## src/rtl/sa_skew_feeder_if.sv

```systemverilog
`default_nettype none
// +----------------------------------------------------------------------------+
// | sa_skew_feeder_if : tile-control, operand-input and skewed-output bundle   |
// | Optional stall_cnt port present when SA_FEEDER_STALL_CNT_EN is defined.    |
// | Revision: 1.0                                                              |
// +----------------------------------------------------------------------------+
interface sa_skew_feeder_if #(
   parameter int HPE   = 8,
   parameter int WIDTH = 8,
   parameter int KW    = 16
);
   logic                   start;
   logic [KW-1:0]          k_len;
   logic                   in_valid;
   logic                   in_ready;
   logic [WIDTH*HPE-1:0]   in_a;
   logic [WIDTH*HPE-1:0]   in_b;
   logic [WIDTH*HPE-1:0]   A1;
   logic [WIDTH*HPE-1:0]   B1;
   logic                   busy;
   logic                   done;
`ifdef SA_FEEDER_STALL_CNT_EN
   logic [KW-1:0]          stall_cnt;

   modport master (
      output start, k_len, in_valid, in_a, in_b,
      input  in_ready, A1, B1, busy, done, stall_cnt
   );

   modport slave (
      input  start, k_len, in_valid, in_a, in_b,
      output in_ready, A1, B1, busy, done, stall_cnt
   );
`else
   modport master (
      output start, k_len, in_valid, in_a, in_b,
      input  in_ready, A1, B1, busy, done
   );

   modport slave (
      input  start, k_len, in_valid, in_a, in_b,
      output in_ready, A1, B1, busy, done
   );
`endif
endinterface
`default_nettype wire

```

## src/rtl/sa_skew_feeder.sv

```systemverilog
`default_nettype none
// +----------------------------------------------------------------------------+
// | sa_skew_feeder : diagonal-skew operand feeder for the systolic array edge  |
// | Optional macro SA_FEEDER_STALL_CNT_EN adds the LOAD stall counter.         |
// | Revision: 1.0                                                              |
// +----------------------------------------------------------------------------+
module sa_skew_feeder #(
   parameter int HPE       = 8,
   parameter int WIDTH     = 8,
   parameter int KW        = 16,
   parameter int DRAIN_CYC = 2*HPE+1
) (
   input  wire logic           CLK,
   input  wire logic           RST,
   sa_skew_feeder_if.slave     bus
);

   localparam int                c_vw         = WIDTH*HPE;
   localparam int                c_cnt_w      = $clog2(DRAIN_CYC+1);
   localparam logic [c_cnt_w-1:0] c_drain_last = c_cnt_w'(DRAIN_CYC-1);

   typedef enum logic [1:0] {
      S_IDLE  = 2'd0,
      S_LOAD  = 2'd1,
      S_FLUSH = 2'd2,
      S_DONE  = 2'd3
   } state_t;

   state_t               state_q;
   logic [KW-1:0]        klen_q;
   logic [KW-1:0]        beat_q;
   logic [c_cnt_w-1:0]   drain_q;
   logic                 busy_q;
   logic                 done_q;

   logic                 w_accept;
   logic                 w_last_beat;
   logic [c_vw-1:0]      stage0_a_d;
   logic [c_vw-1:0]      stage0_b_d;
   logic [c_vw-1:0]      w_a1;
   logic [c_vw-1:0]      w_b1;

   assign w_accept    = (state_q == S_LOAD) && bus.in_valid;
   assign w_last_beat = w_accept && ((beat_q + KW'(1)) == klen_q);

   // Every cycle without an accepted beat pushes zeros, so stalls and drain are MAC-neutral.
   assign stage0_a_d  = w_accept ? bus.in_a : '0;
   assign stage0_b_d  = w_accept ? bus.in_b : '0;

   always_ff @(posedge CLK) begin
      if (RST) begin
         state_q <= S_IDLE;
         klen_q  <= '0;
         beat_q  <= '0;
         drain_q <= '0;
         busy_q  <= 1'b0;
         done_q  <= 1'b0;
      end else begin
         done_q <= 1'b0;
         case (state_q)
            S_IDLE: begin
               if (bus.start) begin
                  if (bus.k_len != '0) begin
                     klen_q  <= bus.k_len;
                     beat_q  <= '0;
                     busy_q  <= 1'b1;
                     state_q <= S_LOAD;
                  end else begin
                     done_q  <= 1'b1;
                     state_q <= S_DONE;
                  end
               end
            end
            S_LOAD: begin
               if (w_accept) begin
                  beat_q <= beat_q + KW'(1);
                  if (w_last_beat) begin
                     drain_q <= '0;
                     state_q <= S_FLUSH;
                  end
               end
            end
            S_FLUSH: begin
               if (drain_q == c_drain_last) begin
                  busy_q  <= 1'b0;
                  done_q  <= 1'b1;
                  state_q <= S_DONE;
               end else begin
                  drain_q <= drain_q + c_cnt_w'(1);
               end
            end
            S_DONE: begin
               state_q <= S_IDLE;
            end
            default: begin
               state_q <= S_IDLE;
            end
         endcase
      end
   end

   // Lane i owns i+1 registers: stage 0 plus i skew stages.
   for (genvar gi = 0; gi < HPE; gi++) begin : g_lane
      logic [WIDTH-1:0] a_q [0:gi];
      logic [WIDTH-1:0] b_q [0:gi];

      always_ff @(posedge CLK) begin
         if (RST) begin
            for (int j = 0; j <= gi; j++) begin
               a_q[j] <= '0;
               b_q[j] <= '0;
            end
         end else begin
            a_q[0] <= stage0_a_d[WIDTH*gi +: WIDTH];
            b_q[0] <= stage0_b_d[WIDTH*gi +: WIDTH];
            for (int j = 1; j <= gi; j++) begin
               a_q[j] <= a_q[j-1];
               b_q[j] <= b_q[j-1];
            end
         end
      end

      assign w_a1[WIDTH*gi +: WIDTH] = a_q[gi];
      assign w_b1[WIDTH*gi +: WIDTH] = b_q[gi];
   end

`ifdef SA_FEEDER_STALL_CNT_EN
   logic [KW-1:0] stall_q;

   always_ff @(posedge CLK) begin
      if (RST) begin
         stall_q <= '0;
      end else if ((state_q == S_IDLE) && bus.start && (bus.k_len != '0)) begin
         stall_q <= '0;
      end else if ((state_q == S_LOAD) && !bus.in_valid && (stall_q != {KW{1'b1}})) begin
         stall_q <= stall_q + KW'(1);
      end
   end

   assign bus.stall_cnt = stall_q;
`endif

   assign bus.in_ready = (state_q == S_LOAD);
   assign bus.busy     = busy_q;
   assign bus.done     = done_q;
   assign bus.A1       = w_a1;
   assign bus.B1       = w_b1;

endmodule
`default_nettype wire
```

## src/flat_wrapper.sv

```systemverilog
// flat-port wrapper written by rule: the top's interface ports become plain ports
module sa_skew_feeder_flat 
#(
   parameter int HPE       = 8,
   parameter int WIDTH     = 8,
   parameter int KW        = 16,
   parameter int DRAIN_CYC = 2*HPE+1
)
  (CLK, RST, bus_start, bus_k_len, bus_in_valid, bus_in_a, bus_in_b, bus_in_ready, bus_A1, bus_B1, bus_busy, bus_done);
  sa_skew_feeder_if #(.HPE(HPE), .WIDTH(WIDTH), .KW(KW)) bus_i ();
  input  wire logic CLK;
  input  wire logic RST;
  input wire logic [$bits(bus_i.start)-1:0] bus_start;
  input wire logic [$bits(bus_i.k_len)-1:0] bus_k_len;
  input wire logic [$bits(bus_i.in_valid)-1:0] bus_in_valid;
  input wire logic [$bits(bus_i.in_a)-1:0] bus_in_a;
  input wire logic [$bits(bus_i.in_b)-1:0] bus_in_b;
  output wire logic [$bits(bus_i.in_ready)-1:0] bus_in_ready;
  output wire logic [$bits(bus_i.A1)-1:0] bus_A1;
  output wire logic [$bits(bus_i.B1)-1:0] bus_B1;
  output wire logic [$bits(bus_i.busy)-1:0] bus_busy;
  output wire logic [$bits(bus_i.done)-1:0] bus_done;
  assign bus_i.start = bus_start;
  assign bus_i.k_len = bus_k_len;
  assign bus_i.in_valid = bus_in_valid;
  assign bus_i.in_a = bus_in_a;
  assign bus_i.in_b = bus_in_b;
  assign bus_in_ready = bus_i.in_ready;
  assign bus_A1 = bus_i.A1;
  assign bus_B1 = bus_i.B1;
  assign bus_busy = bus_i.busy;
  assign bus_done = bus_i.done;
  sa_skew_feeder #(.HPE(HPE), .WIDTH(WIDTH), .KW(KW), .DRAIN_CYC(DRAIN_CYC)) u_core (.CLK(CLK), .RST(RST), .bus(bus_i));
endmodule
```

## config.mk

```make
export PLATFORM = sky130hd
export DESIGN_NAME = sa_skew_feeder_flat
export DESIGN_NICKNAME = d
export VERILOG_FILES = /design/src/rtl/sa_skew_feeder_if.sv /design/src/rtl/sa_skew_feeder.sv /design/src/flat_wrapper.sv
export SDC_FILE = /design/constraint.sdc
export NUM_CORES = 1
export LEC_CHECK = 0
export ABC_CLOCK_PERIOD_IN_PS = 3700
export BUFFER_PORTS_ARGS = -buffer_cell sky130_fd_sc_hd__buf_2
export CAP_MARGIN = 40
export CELL_PAD_IN_SITES_DETAIL_PLACEMENT = 0
export CELL_PAD_IN_SITES_GLOBAL_PLACEMENT = 1
export CORE_ASPECT_RATIO = 1.75
export CORE_MARGIN = 8
export CORE_UTILIZATION = 48
export CTS_CLUSTER_SIZE = 12
export DETAILED_ROUTE_END_ITERATION = 8
export GPL_TIMING_DRIVEN = 0
export PLACE_DENSITY = 0.85
export SYNTH_ARGS = -nofsm -noshare
export SYNTH_HDL_FRONTEND = slang
export SYNTH_SLANG_ARGS = --single-unit
```

## constraint.sdc

```tcl
create_clock -name CLK -period 3.7 [get_ports CLK]
set_input_delay 0.555 -clock CLK [delete_from_list [all_inputs] [get_ports CLK]]
set_output_delay 0.555 -clock CLK [all_outputs]
set_load 0.005 [all_outputs]
```

; ---- Word level (Yosys, flattened, before mapping)
; Memory sizes are Yosys's and may differ from the RTL's.
; Index checks and enable logic that the tools add are counted.
[word_totals]
register_bits = 41
ramBits = 576
inputBits = 148
out_inout_bits = 131
wordCells = 220
mem_count = 16
[mem_list]
columns = memory, words, width, read_ports, rd_ports_with_merged_regs, wr, line
row1 = u_core.g_lane[7].a_q, 8, 8, 8, 0, 8, sa_skew_feeder.sv:104  ; logic [WIDTH-1:0] a_q [0:gi];
row2 = u_core.g_lane[7].b_q, 8, 8, 8, 0, 8, sa_skew_feeder.sv:105  ; logic [WIDTH-1:0] b_q [0:gi];
row3 = u_core.g_lane[6].a_q, 7, 8, 7, 0, 7, sa_skew_feeder.sv:104
row4 = u_core.g_lane[6].b_q, 7, 8, 7, 0, 7, sa_skew_feeder.sv:105
row5 = u_core.g_lane[5].a_q, 6, 8, 6, 0, 6, sa_skew_feeder.sv:104
row6 = u_core.g_lane[5].b_q, 6, 8, 6, 0, 6, sa_skew_feeder.sv:105
row7 = +10 memories, --, --, --, --, --, --
[op_classes]
add_sub_neg = 2
n_eq_ne = 11
n_mux = 101
bitwise_logic = 70
n_reduce_logical = 14
[op_table]
columns = op, count
row1 = 8-bit 2-to-1 mux, 72
row2 = 64-bit 2-to-1 mux, 2
row3 = 1-bit OR, 70
row4 = 16-bit 2-to-1 mux, 3
row5 = 16-bit case mux with 2 select lines, 1
row6 = "16-bit by 1-bit adder with 16-bit output, second input constant", 1
row7 = 16-bit equality test, 1
row8 = 4-bit AND reduction, 4
row9 = 16-bit nonzero test, 1
row10 = 8-bit OR reduction, 2
row11 = 5-bit 2-to-1 mux, 3
row12 = 1-bit 2-to-1 mux, 11
row13 = 2-bit 2-to-1 mux, 5
row14 = 5-bit case mux with 2 select lines, 1
row15 = "2-bit by 1-bit inequality test with 1-bit output, second input constant", 4
row16 = 2-bit case mux with 4 select lines, 1
row17 = 2-bit nonzero test, 3
row18 = "5-bit by 1-bit adder with 5-bit output, second input constant", 1
row19 = "5-bit equality test, second input constant", 1
row20 = "2-bit equality test, second input constant", 2
row21 = "2-bit inequality test, second input constant", 2
row22 = 1-bit case mux with 2 select lines, 2
row23 = 3-bit AND reduction, 1
row24 = "2-bit by 1-bit equality test with 1-bit output, second input constant", 1
row25 = 2 further kinds, 3

; ---- Depth between registers and ports, before layout
; Gate-level depths: netlist of run 1.
[depth]
ltp_word = 6
depth_mapped = 9

; ---- Worst setup path after synthesis of run 1
; No wires, ideal clock.
[synth_path]
path_type = reg-to-reg
from = reg u_core.beat_q[0]
to = reg u_core.state_q[1]
arrival_time_ns = 2.350
required_time_ns = 3.605
setup_slack_ns = 1.255
path_stages_with_launch = 9
cell_sequence = dfxtp_1 -> ha_1 -> and3_1 -> nand3_1 -> xnor2_1 -> nor4_4 -> nand4_2 -> or4_4 -> a221oi_1
[synth_between]
elab_chain_cells = 5
[synth_lines]
columns = element, line
row1 = start: declaration, sa_skew_feeder.sv:31  ; logic [KW-1:0] beat_q;
row2 = start signal: assignment, sa_skew_feeder.sv:76  ; beat_q <= beat_q + KW'(1);
row3 = 16-bit by 1-bit adder with 16-bit output, sa_skew_feeder.sv:44  ; assign w_last_beat = w_accept && ((beat_q + KW'(1)) == klen_q);
row4 = 16-bit equality test, sa_skew_feeder.sv:44
row5 = 1-bit logical AND, sa_skew_feeder.sv:44
row6 = 2-bit by 1-bit inequality test with 1-bit output (no line), --
row7 = 4-bit AND reduction (no line), --
row8 = end signal: assignment, sa_skew_feeder.sv:52  ; state_q <= S_IDLE;
row9 = end signal: assignment, sa_skew_feeder.sv:67  ; state_q <= S_LOAD;
row10 = end signal: assignment, sa_skew_feeder.sv:70  ; state_q <= S_DONE;
row11 = end: declaration, sa_skew_feeder.sv:29  ; state_t state_q;
; Every way passes these cells.
; A chain may end at the register's enable or synchronous reset.

; ---- Worst setup path after layout of run 1
; Ends and elaborated chain as after synthesis.

==> qor.txt, run 1 <==
Number of violations of the max-capacitance limit: 0
TritonCTS Buffers: 58
Max_slew headroom: 0.4796
Total vias in the final route: 10,870
Die Ht: 276.3 um
Proportion of register bits with asynchronous set or reset after synthesis: 0
Residual antenna-violating net count after detailed routing: 0
Leakage: 9.687 nW
Synthesized Nets: 1,761
Final worst clock skew: 0.01258 ns
DP HPWL: 26,470 um
Cell area after synthesis: 18,580 um^2
Cell count after synthesis: 1,607
All-Layer GR Usage: 0.1531
Fraction of the yosys area taken by sequential cells: 0.6646
Total number of H-tree levels: 2
Number of global-route vias before repair: 11,090
Global-route wire length before repair: 54,800 um
Worst IR Drop VDD: 0.4011 mV
Total of fill cells in the finished design: 3,296
Setup repair after global routing missed its margin: false
Data arrival, critical path: 3.51 ns
Worst hold margin: 0.1645 ns
Kind of critical path: flop to flop
Run status: finished clean
Clock input transition at the sequential cells of the worst setup and hold paths: 0.06 ns
Number of antenna violations at the first check in global routing: 13
Maximum number of pins on one net before global-route repair: 17
Synth warnings: 0
Clk sink count: 617
Fraction of final layout cells sized beyond drive strength 1: 0.2413
Number of flops mapped to enable cells by yosys: 0
Count of cells along the worst register-to-register path: 8
Quantity of gates resized following cts: 0
Startpoint of the most critical register-to-register path: u_core.beat_q[0]
Slew at the pin with the worst max-slew slack: 0.7806 ns
Clock period minus worst slack: 3.033 ns
Class of the tightest hold or removal check: input pin to flop
Post-CTS setup buffers: 0
Maximum fanout encountered on the critical timing path: 8
Cell at the root of the clock tree: sky130_fd_sc_hd__clkbuf_16
Row count: 95
Effective utilization at floorplan: 0.4856
Via count normalized by instance count: 4.444
Sum of negative setup slack: 0 ns
WHS Endpoint: u_core.g_lane[5].b_q[0][3]
Number of search-and-repair iterations in the first detailed-routing pass: 4
Startpoint type of the worst setup path: flop
Distinct cells, synth: 54
CTS tree: yes
Routed wirelength normalized by instance count: 14.33 um
Die W: 164.7 um
Final hold viol count: 0
Top flip-flop cell by instance count after synthesis: sky130_fd_sc_hd__dfxtp_1
Pins Over Slew Limit: 0
Clock latency on the worst-skew pair: 0.58 ns
Post-route fraction of the period consumed by the critical path: 0.8197
Beginning of the worst hold path: bus_in_b[43]
DRC violations left: 0
Area of combinational cells with multiple inputs: 5132 um^2
Data required time of the critical path: 4.18 ns
DIE AREA: 45,520 um^2
End of the worst register-to-register path: u_core.state_q[1]
Placeable Area: 38,270 um^2
Number of instances on the worst hold path: 2
Overflow left after global routing: 0
Flip-flop and latch area: 12,350 um^2
Synthesis-to-finish area growth: 19.63%
Total of flip-flops plus latches after synthesis: 617
PD cells: 585.7 nW/um^2
Input/output buffers: 278
Slack of the worst reg-to-reg path: 0.67 ns
Violation count after the first detailed-routing iteration: 333
Post-synthesis area per instance: 11.56 um^2
Achievable frequency: 329.7 MHz
Routability congestion estimate: 0.8460
Sum of routed wire length over all layers: 35,060 um
Number of nets in the finished design: 2,100
I/O pins: 279
Element type at the critical path end: flop
Number of setup violations in the final report: 0
Maximum buffer depth of the clock tree: 3
Number of hold buffers added after CTS: 0
[state kept, by name, indices dropped and copies added (netlist names)]
name               count
u_core.state_q         2
u_core.drain_q         5
u_core.g_lane.b_q    288
u_core.bus.done        1
u_core.g_lane.a_q    288
u_core.bus.busy        1
u_core.beat_q         16
u_core.klen_q         16
[cells in the mapped netlist (7+ instances only)]
cell                         n  area (um^2)
sky130_fd_sc_hd__dfxtp_1   617        12350
sky130_fd_sc_hd__nor2b_1   449         2809
sky130_fd_sc_hd__and2_1    129        807.0
sky130_fd_sc_hd__buf_4     104        780.8
sky130_fd_sc_hd__clkbuf_1   71        266.5
sky130_fd_sc_hd__nor2_1     48        180.2
sky130_fd_sc_hd__a21oi_1    17        85.08
sky130_fd_sc_hd__mux2i_1    16        160.2
sky130_fd_sc_hd__xnor2_1    16        140.1
sky130_fd_sc_hd__nand2_1    15        56.30
sky130_fd_sc_hd__o21ai_0    15        75.07
sky130_fd_sc_hd__nand3_1    11        55.05
sky130_fd_sc_hd__inv_1       8        30.03
sky130_fd_sc_hd__nor3_1      7        35.03
sky130_fd_sc_hd__xor2_1      7        61.31
[worst max path at each step]
stage / startpoint / endpoint / slack [ns] / cells past startpoint
floorplan: u_core.beat_q[0] / u_core.state_q[1] / 1.25 / 8
global placement: u_core.state_q[1] / u_core.g_lane[2].b_q[0][7] / 0.65 / 7
detailed placement: bus_k_len[2] / u_core.beat_q[1] / 0.61 / 9
CTS: u_core.state_q[1] / u_core.g_lane[2].b_q[0][7] / 0.61 / 7
global route: u_core.beat_q[0] / u_core.state_q[1] / 0.50 / 8
finish: u_core.beat_q[0] / u_core.state_q[1] / 0.67 / 8
[report_power, final]
group / internal [mW] / leakage [nW] / switching, mW / total, mW
sequential: 6.85 / 4.98 / 0.0737 / 6.92
combinational: 0.374 / 3.92 / 0.511 / 0.886
clock: 2.97 / 0.792 / 2.24 / 5.22
[cells in the final DEF (no fill, tap or decap), types with 3 or more instances in the layout]
| cell type | n |
|---|---|
| sky130_fd_sc_hd__a21o_1 | 5 |
| sky130_fd_sc_hd__a21oi_1 | 17 |
| sky130_fd_sc_hd__and2_1 | 129 |
| sky130_fd_sc_hd__and3_1 | 3 |
| sky130_fd_sc_hd__buf_1 | 3 |
| sky130_fd_sc_hd__buf_2 | 278 |
| sky130_fd_sc_hd__buf_4 | 104 |
| sky130_fd_sc_hd__clkbuf_1 | 76 |
| sky130_fd_sc_hd__clkbuf_16 | 59 |
| sky130_fd_sc_hd__dfxtp_1 | 617 |
| sky130_fd_sc_hd__diode_2 | 5 |
| sky130_fd_sc_hd__ha_1 | 6 |
| sky130_fd_sc_hd__inv_1 | 8 |
| sky130_fd_sc_hd__mux2i_1 | 16 |
| sky130_fd_sc_hd__nand2_1 | 15 |
| sky130_fd_sc_hd__nand3_1 | 11 |
| sky130_fd_sc_hd__nand4_1 | 5 |
| sky130_fd_sc_hd__nor2_1 | 48 |
| sky130_fd_sc_hd__nor2b_1 | 449 |
| sky130_fd_sc_hd__nor3_1 | 7 |
| sky130_fd_sc_hd__nor4_1 | 4 |
| sky130_fd_sc_hd__o21ai_0 | 15 |
| sky130_fd_sc_hd__o311ai_0 | 5 |
| sky130_fd_sc_hd__or3_1 | 4 |
| sky130_fd_sc_hd__or4_1 | 4 |
| sky130_fd_sc_hd__xnor2_1 | 16 |
| sky130_fd_sc_hd__xnor2_2 | 3 |
| sky130_fd_sc_hd__xor2_1 | 7 |
[metal layers]
layer  vias up  GRT usage  share of wire
met5         -          0         0.0022
met1      4974     0.1382           0.34
met3        74    0.05565          0.087
li1       5534          -              -
met2       275     0.2945           0.54
met4        12    0.06238          0.029
[final cells by class]
cell class / count / area share
Sequential cell: 617 / 0.5556
Inverter: 8 / 0.001351
Clock inverter: 6 / 0.005853
Antenna cell: 5 / 0.0005628
Buffer: 179 / 0.04812
Timing Repair Buffer: 279 / 0.06309
Multi-Input combinational cell: 803 / 0.2309
Tap cell: 485 / 0.02730
Clock buffer: 64 / 0.06726
[critical path: stages (launching register included)]
cell and delay, ns:
sky130_fd_sc_hd__dfxtp_1 0.45, sky130_fd_sc_hd__ha_1 0.35, sky130_fd_sc_hd__and3_2 0.24, sky130_fd_sc_hd__and4_1 0.25
sky130_fd_sc_hd__xnor2_1 0.18, sky130_fd_sc_hd__a21boi_1 0.37, sky130_fd_sc_hd__nand3_1 0.21, sky130_fd_sc_hd__or4_4 0.58
sky130_fd_sc_hd__a221oi_1 0.30
[per-stage QoR]
stage / std cells / instance area, um^2 / setup WS, ns / utilization / power (mW)
2_1_floorplan: 1607 / 18580 / 1.255 / - / 7.635
3_3_place_gp: 2370 / 20580 / 0.6543 / 0.5378 / 7.927
3_5_place_dp: 2371 / 20590 / 0.6066 / 0.5381 / 7.964
4_1_cts: 2441 / 22220 / 0.6077 / 0.5805 / 13.21
5_1_grt: 2443 / 22220 / 0.5018 / 0.5806 / 13.56
6_report: 2446 / 22230 / 0.6673 / 0.5808 / 13.02
[cell families after synthesis]
family / Yosys count / synth area share
buffers and inverters: 187 / 0.05918
adders and majority gates: 6 / 0.004039
xor gates and xnor gates: 26 / 0.01347
DFF: 617 / 0.6646
AOI/OAI and AO/OA: 57 / 0.02040
and+or+nand+nor: 698 / 0.2296
muxes: 16 / 0.008618
(Power assumes the default switching activity.)
==> run 2, diff against run 1 <==
--- a/config.mk
+++ b/config.mk
@@ -5,18 +5,18 @@
 export SDC_FILE = /design/constraint.sdc
 export NUM_CORES = 1
 export LEC_CHECK = 0
-export ABC_CLOCK_PERIOD_IN_PS = 3700
+export ABC_CLOCK_PERIOD_IN_PS = 2980
 export BUFFER_PORTS_ARGS = -buffer_cell sky130_fd_sc_hd__buf_2
 export CAP_MARGIN = 40
 export CELL_PAD_IN_SITES_DETAIL_PLACEMENT = 0
 export CELL_PAD_IN_SITES_GLOBAL_PLACEMENT = 1
 export CORE_ASPECT_RATIO = 1.75
 export CORE_MARGIN = 8
-export CORE_UTILIZATION = 48
+export CORE_UTILIZATION = 44
 export CTS_CLUSTER_SIZE = 12
 export DETAILED_ROUTE_END_ITERATION = 8
 export GPL_TIMING_DRIVEN = 0
-export PLACE_DENSITY = 0.85
+export PLACE_DENSITY = 0.79
 export SYNTH_ARGS = -nofsm -noshare
 export SYNTH_HDL_FRONTEND = slang
 export SYNTH_SLANG_ARGS = --single-unit
==> constraint.sdc (replaced) <==
create_clock -name CLK -period 2.98 [get_ports CLK]
set_input_delay 0.447 -clock CLK [delete_from_list [all_inputs] [get_ports CLK]]
set_output_delay 0.447 -clock CLK [all_outputs]
set_load 0.005 [all_outputs]
==> qor.txt, run 2 (same netlist as run 1, synthesis figures left out) <==
Residual antenna-violating net count after detailed routing: 0
Fraction of final layout cells sized beyond drive strength 1: 0.2430
Number of placed cells counting well taps: 2,441
Sum of negative setup slack: 0 ns
DRC violations left: 0
Achievable frequency: 347.3 MHz
Most common cell after layout, fill and taps aside: sky130_fd_sc_hd__dfxtp_1
Sum of routed wire length over all layers: 35,360 um
Post-route standard cell area excluding fillers: 22,260 um^2
Combinational share of power: 0.070
Class of the tightest hold or removal check: input pin to flop
Clock period minus worst slack: 2.879 ns
Maximum buffer depth of the clock tree: 3
Worst IR Drop VDD: 0.4849 mV
Run status: finished clean
Number of violations of the max-capacitance limit: 0
Flip-flop and latch area: 12,350 um^2
PD cells: 718.9 nW/um^2
Data required time of the critical path: 3.45 ns
Number of search-and-repair iterations in the first detailed-routing pass: 5
Input/output buffers: 278
Clock input transition at the sequential cells of the worst setup and hold paths: 0.06 ns
Slew at the pin with the worst max-slew slack: 0.8006 ns
Routed wirelength normalized by instance count: 14.05 um
Registers with the most flip-flops: u_core.g_lane.a_q (288), u_core.g_lane.b_q (288)
Post-route fraction of the period consumed by the critical path: 0.9661
Max stage delay on crit path: 0.58 ns
Data arrival, critical path: 3.35 ns
Die W: 171.4 um
Via count normalized by instance count: 4.295
Violation count after the first detailed-routing iteration: 404
Pins Over Slew Limit: 0
I/O pins: 279
Cell at the root of the clock tree: sky130_fd_sc_hd__clkbuf_16
Number of global-route vias before repair: 10,910
Leakage: 9.663 nW
Total of fill cells in the finished design: 3,703
Non-filler cells, final: 2,516
Cell type of the slowest stage on the worst timing path: sky130_fd_sc_hd__or4_4
Maximum fanout encountered on the critical timing path: 8
Final hold viol count: 0
All-Layer GR Usage: 0.1424
Most frequent cells in the layout: sky130_fd_sc_hd__dfxtp_1 (617), sky130_fd_sc_hd__nor2b_1 (449), sky130_fd_sc_hd__buf_2 (278)
Row count: 99
TritonCTS Buffers: 58
DIE AREA: 49,330 um^2
Number of hold buffers added after CTS: 0
Setup repair after global routing missed its margin: false
Effective utilization at floorplan: 0.4452
Area of combinational cells with multiple inputs: 5139 um^2
Slack of the worst reg-to-reg path: 0.10 ns
Max_slew headroom: 0.4663
CTS tree: yes
Total vias in the final route: 10,810
CP Cell Sequence: ha_2, and3_2, and4_1, xnor2_1, a21boi_2, nand3_1, or4_4, a221oi_1
Number of nets in the finished design: 2,100
Global-route wire length before repair: 55,000 um
Startpoint type of the worst setup path: flop
Clock latency on the worst-skew pair: 0.57 ns
Clk sink count: 617
Cell area after placement: 20,680 um^2
Clock power share: 0.394
Synthesis-to-finish area growth: 19.80%
Share of power burned in registers: 0.537
Element type at the critical path end: flop
Routability congestion estimate: 0.8449
Switching component of the power: 3.509 mW
Placeable Area: 41,740 um^2
Core Util, Final: 0.5333
DP HPWL: 26,740 um
Die Ht: 287.9 um
Kind of critical path: flop to flop
Maximum number of pins on one net before global-route repair: 16
Number of setup violations in the final report: 0
Sw Ratio: 0.2192
Number of antenna violations at the first check in global routing: 14
Total internal power: 12.50 mW
Final worst clock skew: 0.009274 ns
Overflow left after global routing: 0
Total number of H-tree levels: 2
run 2: changes by cell type in the layout (fill, tap and decap cells not counted), moves of 2 or more:
cell	before	now
sky130_fd_sc_hd__clkinv_8	0	2
sky130_fd_sc_hd__clkbuf_1	76	74
sky130_fd_sc_hd__clkinv_16	2	0
sky130_fd_sc_hd__bufinv_16	2	0
run 2: stage by stage:
stage | hold slack (ns) | setup slack, ns | total power [mW]
detailed placement | 0.4204 | -0.08526 | 9.892
CTS | 0.02775 | 0.01784 | 16.27
floorplan | 0.4138 | 0.5346 | 9.480
global placement | 0.4156 | -0.01412 | 9.850
global route | 0.04036 | 0.01552 | 16.72
finish | 0.07096 | 0.1010 | 16.01
run 2: worst max-delay path: cells and delay by family, from the launching register on:
family | cells | cell delay, ns
AOI/OAI and AO/OA | 2 | 0.60
xor gates and xnor gates | 1 | 0.18
adders and majority gates | 1 | 0.30
DFF | 1 | 0.45
and+or+nand+nor | 4 | 1.24
run 2: worst paths after layout:
path                                                  start                           to  cells after the start
worst max register to register             u_core.beat_q[0]            u_core.state_q[0]                      8
worst max-delay path                       u_core.beat_q[0]            u_core.state_q[0]                      8
worst min-delay path                            bus_in_a[4]   u_core.g_lane[0].a_q[0][4]                      2
worst min register to register  u_core.g_lane[2].b_q[0][13]  u_core.g_lane[2].b_q[0][21]                      1
run 2: timing repair:
item                                    4_1_cts  5_1_grt
pin swaps                                     0        1
cloned                                        0        0
endpoints found under the setup margin       12        7
resized for setup                             2        2
setup buffers                                 0        0
run 2: layout make-up:
class / count / area share
multi-input combinational: 803 / 0.2308
buffer: 179 / 0.04811
clock inverter: 5 / 0.002304
clock buffer: 64 / 0.06761
inverter: 8 / 0.001349
tap: 555 / 0.03119
timing repair buffer: 279 / 0.06317
sequential: 617 / 0.5548
antenna: 6 / 0.0006744
run 2: power groups by stage:
stage / Sequential [mW] / Combinational [mW] / Clock, mW
6_report: 8.59 / 1.11 / 6.30
5_1_grt: 8.61 / 1.23 / 6.88
4_1_cts: 8.59 / 1.13 / 6.56
3_5_place_dp: 8.77 / 1.12 / 0
3_3_place_gp: 8.76 / 1.09 / 0
2_1_floorplan: 8.74 / 0.737 / 0
run 2: per-layer routing:
metal	vias up	wire, um	global-route usage
li1	5549	-	-
met1	4841	12270	0.1320
met2	307	18490	0.2681
met3	88	3518	0.06199
met4	20	945	0.05193
met5	-	131	0
==> run 3, diff against run 2 <==
--- a/config.mk
+++ b/config.mk
@@ -17,6 +17,7 @@
 export DETAILED_ROUTE_END_ITERATION = 8
 export GPL_TIMING_DRIVEN = 0
 export PLACE_DENSITY = 0.79
+export RECOVER_POWER = 25
 export SYNTH_ARGS = -nofsm -noshare
 export SYNTH_HDL_FRONTEND = slang
 export SYNTH_SLANG_ARGS = --single-unit
==> qor.txt, run 3 (same netlist as run 1, synthesis figures left out) <==
Clock input transition at the sequential cells of the worst setup and hold paths: 0.06 ns
Global-route wire length before repair: 55,000 um
Sum of negative setup slack: 0 ns
Sum of routed wire length over all layers: 35,290 um
TritonCTS Buffers: 58
DIE AREA: 49,330 um^2
All-Layer GR Usage: 0.1424
Final hold viol count: 0
Maximum fanout encountered on the critical timing path: 8
Number of global-route vias before repair: 10,910
I/O pins: 279
Worst IR Drop VDD: 0.4850 mV
Post-route standard cell area excluding fillers: 22,130 um^2
Via count normalized by instance count: 4.291
Clk sink count: 617
Routability congestion estimate: 0.8449
Registers with the most flip-flops: u_core.g_lane.a_q (288), u_core.g_lane.b_q (288)
Number of hold buffers added after CTS: 0
Pins Over Slew Limit: 0
Overflow left after global routing: 0
Maximum number of pins on one net before global-route repair: 16
Minimum setup slack in the final design: 0.03263 ns
Kind of critical path: flop to flop
Max_slew headroom: 0.4606
Setup repair after global routing missed its margin: false
Row count: 99
Synthesis-to-finish area growth: 19.08%
PD cells: 722.9 nW/um^2
Placeable Area: 41,740 um^2
Cell area after placement: 20,680 um^2
Clock latency on the worst-skew pair: 0.57 ns
Number of setup violations in the final report: 0
Number of search-and-repair iterations in the first detailed-routing pass: 4
Routed wirelength normalized by instance count: 14.02 um
Most common cell after layout, fill and taps aside: sky130_fd_sc_hd__dfxtp_1
Number of antenna violations at the first check in global routing: 14
Core Util, Final: 0.5301
Data arrival, critical path: 3.40 ns
Number of violations of the max-capacitance limit: 0
Number of nets in the finished design: 2,100
Effective utilization at floorplan: 0.4452
Cell at the root of the clock tree: sky130_fd_sc_hd__clkbuf_16
Most frequent cells in the layout: sky130_fd_sc_hd__dfxtp_1 (617), sky130_fd_sc_hd__nor2b_1 (449), sky130_fd_sc_hd__buf_2 (183)
CTS tree: yes
Total of fill cells in the finished design: 3,760
Slew at the pin with the worst max-slew slack: 0.8091 ns
Startpoint type of the worst setup path: flop
Clock period minus worst slack: 2.947 ns
Data required time of the critical path: 3.44 ns
Violation count after the first detailed-routing iteration: 395
Die Ht: 287.9 um
Residual antenna-violating net count after detailed routing: 0
Total vias in the final route: 10,800
DP HPWL: 26,740 um
Total number of H-tree levels: 2
Run status: finished clean
DRC violations left: 0
Final worst clock skew: 0.008865 ns
Element type at the critical path end: flop
Die W: 171.4 um
Achievable frequency: 339.3 MHz
Fraction of final layout cells sized beyond drive strength 1: 0.1934
Class of the tightest hold or removal check: input pin to flop
Input/output buffers: 278
Post-route fraction of the period consumed by the critical path: 0.9891
Worst slack at placement: -0.08526 ns
Maximum buffer depth of the clock tree: 3
Leakage: 9.224 nW
run 3: cell types whose count changed in the layout (fill, tap and decap cells not counted), sizes merged:
cell,delta
clkbuf,+119
buf,-119
run 3: critical path, cell delays in order (launching register included):
cell	delay [ns]
sky130_fd_sc_hd__dfxtp_1	0.45
sky130_fd_sc_hd__ha_2	0.30
sky130_fd_sc_hd__and3_2	0.22
sky130_fd_sc_hd__and4_1	0.25
sky130_fd_sc_hd__xnor2_1	0.18
sky130_fd_sc_hd__a21boi_2	0.31
sky130_fd_sc_hd__nand3_1	0.19
sky130_fd_sc_hd__or4_4	0.58
sky130_fd_sc_hd__a221oi_1	0.34
run 3: report_power, final:
group / switching, mW / internal [mW]
Combinational: 0.643 / 0.460
Sequential: 0.0901 / 8.50
Clock: 2.78 / 3.53
run 3: what timing repair did:
action,in CTS,in global routing
endpoints found under the hold margin,0,0
endpoints found under the setup margin,12,7
pin swaps,0,1
buffers inserted,0,0
resized for setup,2,2
run 3: area by class of cell:
type	instances	area, um^2	area share
inverter	8	30.03	0.001357
clock inverter	5	51.30	0.002318
tap	555	694.4	0.03138
sequential	617	12350	0.5581
clock buffer	64	1505	0.06802
multi-input combinational	803	5139	0.2322
timing repair buffer	279	1276	0.05767
antenna	6	15.01	0.0006785
buffer	179	1067	0.04823
run 3: metrics by stage:
stage | cells | hold WS (ns) | total power [mW]
global placement | 2440 | 0.4156 | 9.850
finish | 2516 | 0.06809 | 16.00
floorplan | 1607 | 0.4138 | 9.480
global route | 2512 | 0.04036 | 16.71
detailed placement | 2441 | 0.4204 | 9.892
CTS | 2510 | 0.02775 | 16.27
run 3: worst paths after layout:
path,cells past startpoint,from,slack [ns],to
worst max register to register,8,u_core.beat_q[0],0.03,u_core.state_q[0]
worst min register to register,1,u_core.g_lane[2].b_q[0][13],0.42,u_core.g_lane[2].b_q[0][21]
worst min-delay path,2,bus_in_a[4],0.07,u_core.g_lane[0].a_q[0][4]
worst max-delay path,8,u_core.beat_q[0],0.03,u_core.state_q[0]
run 3: per-layer routing:
metal	vias up	track usage	routed length, um
met5	-	0	131
met4	20	0.05193	931
met3	89	0.06199	3477
met2	311	0.2681	18450
met1	4823	0.1320	12290
li1	5554	-	-
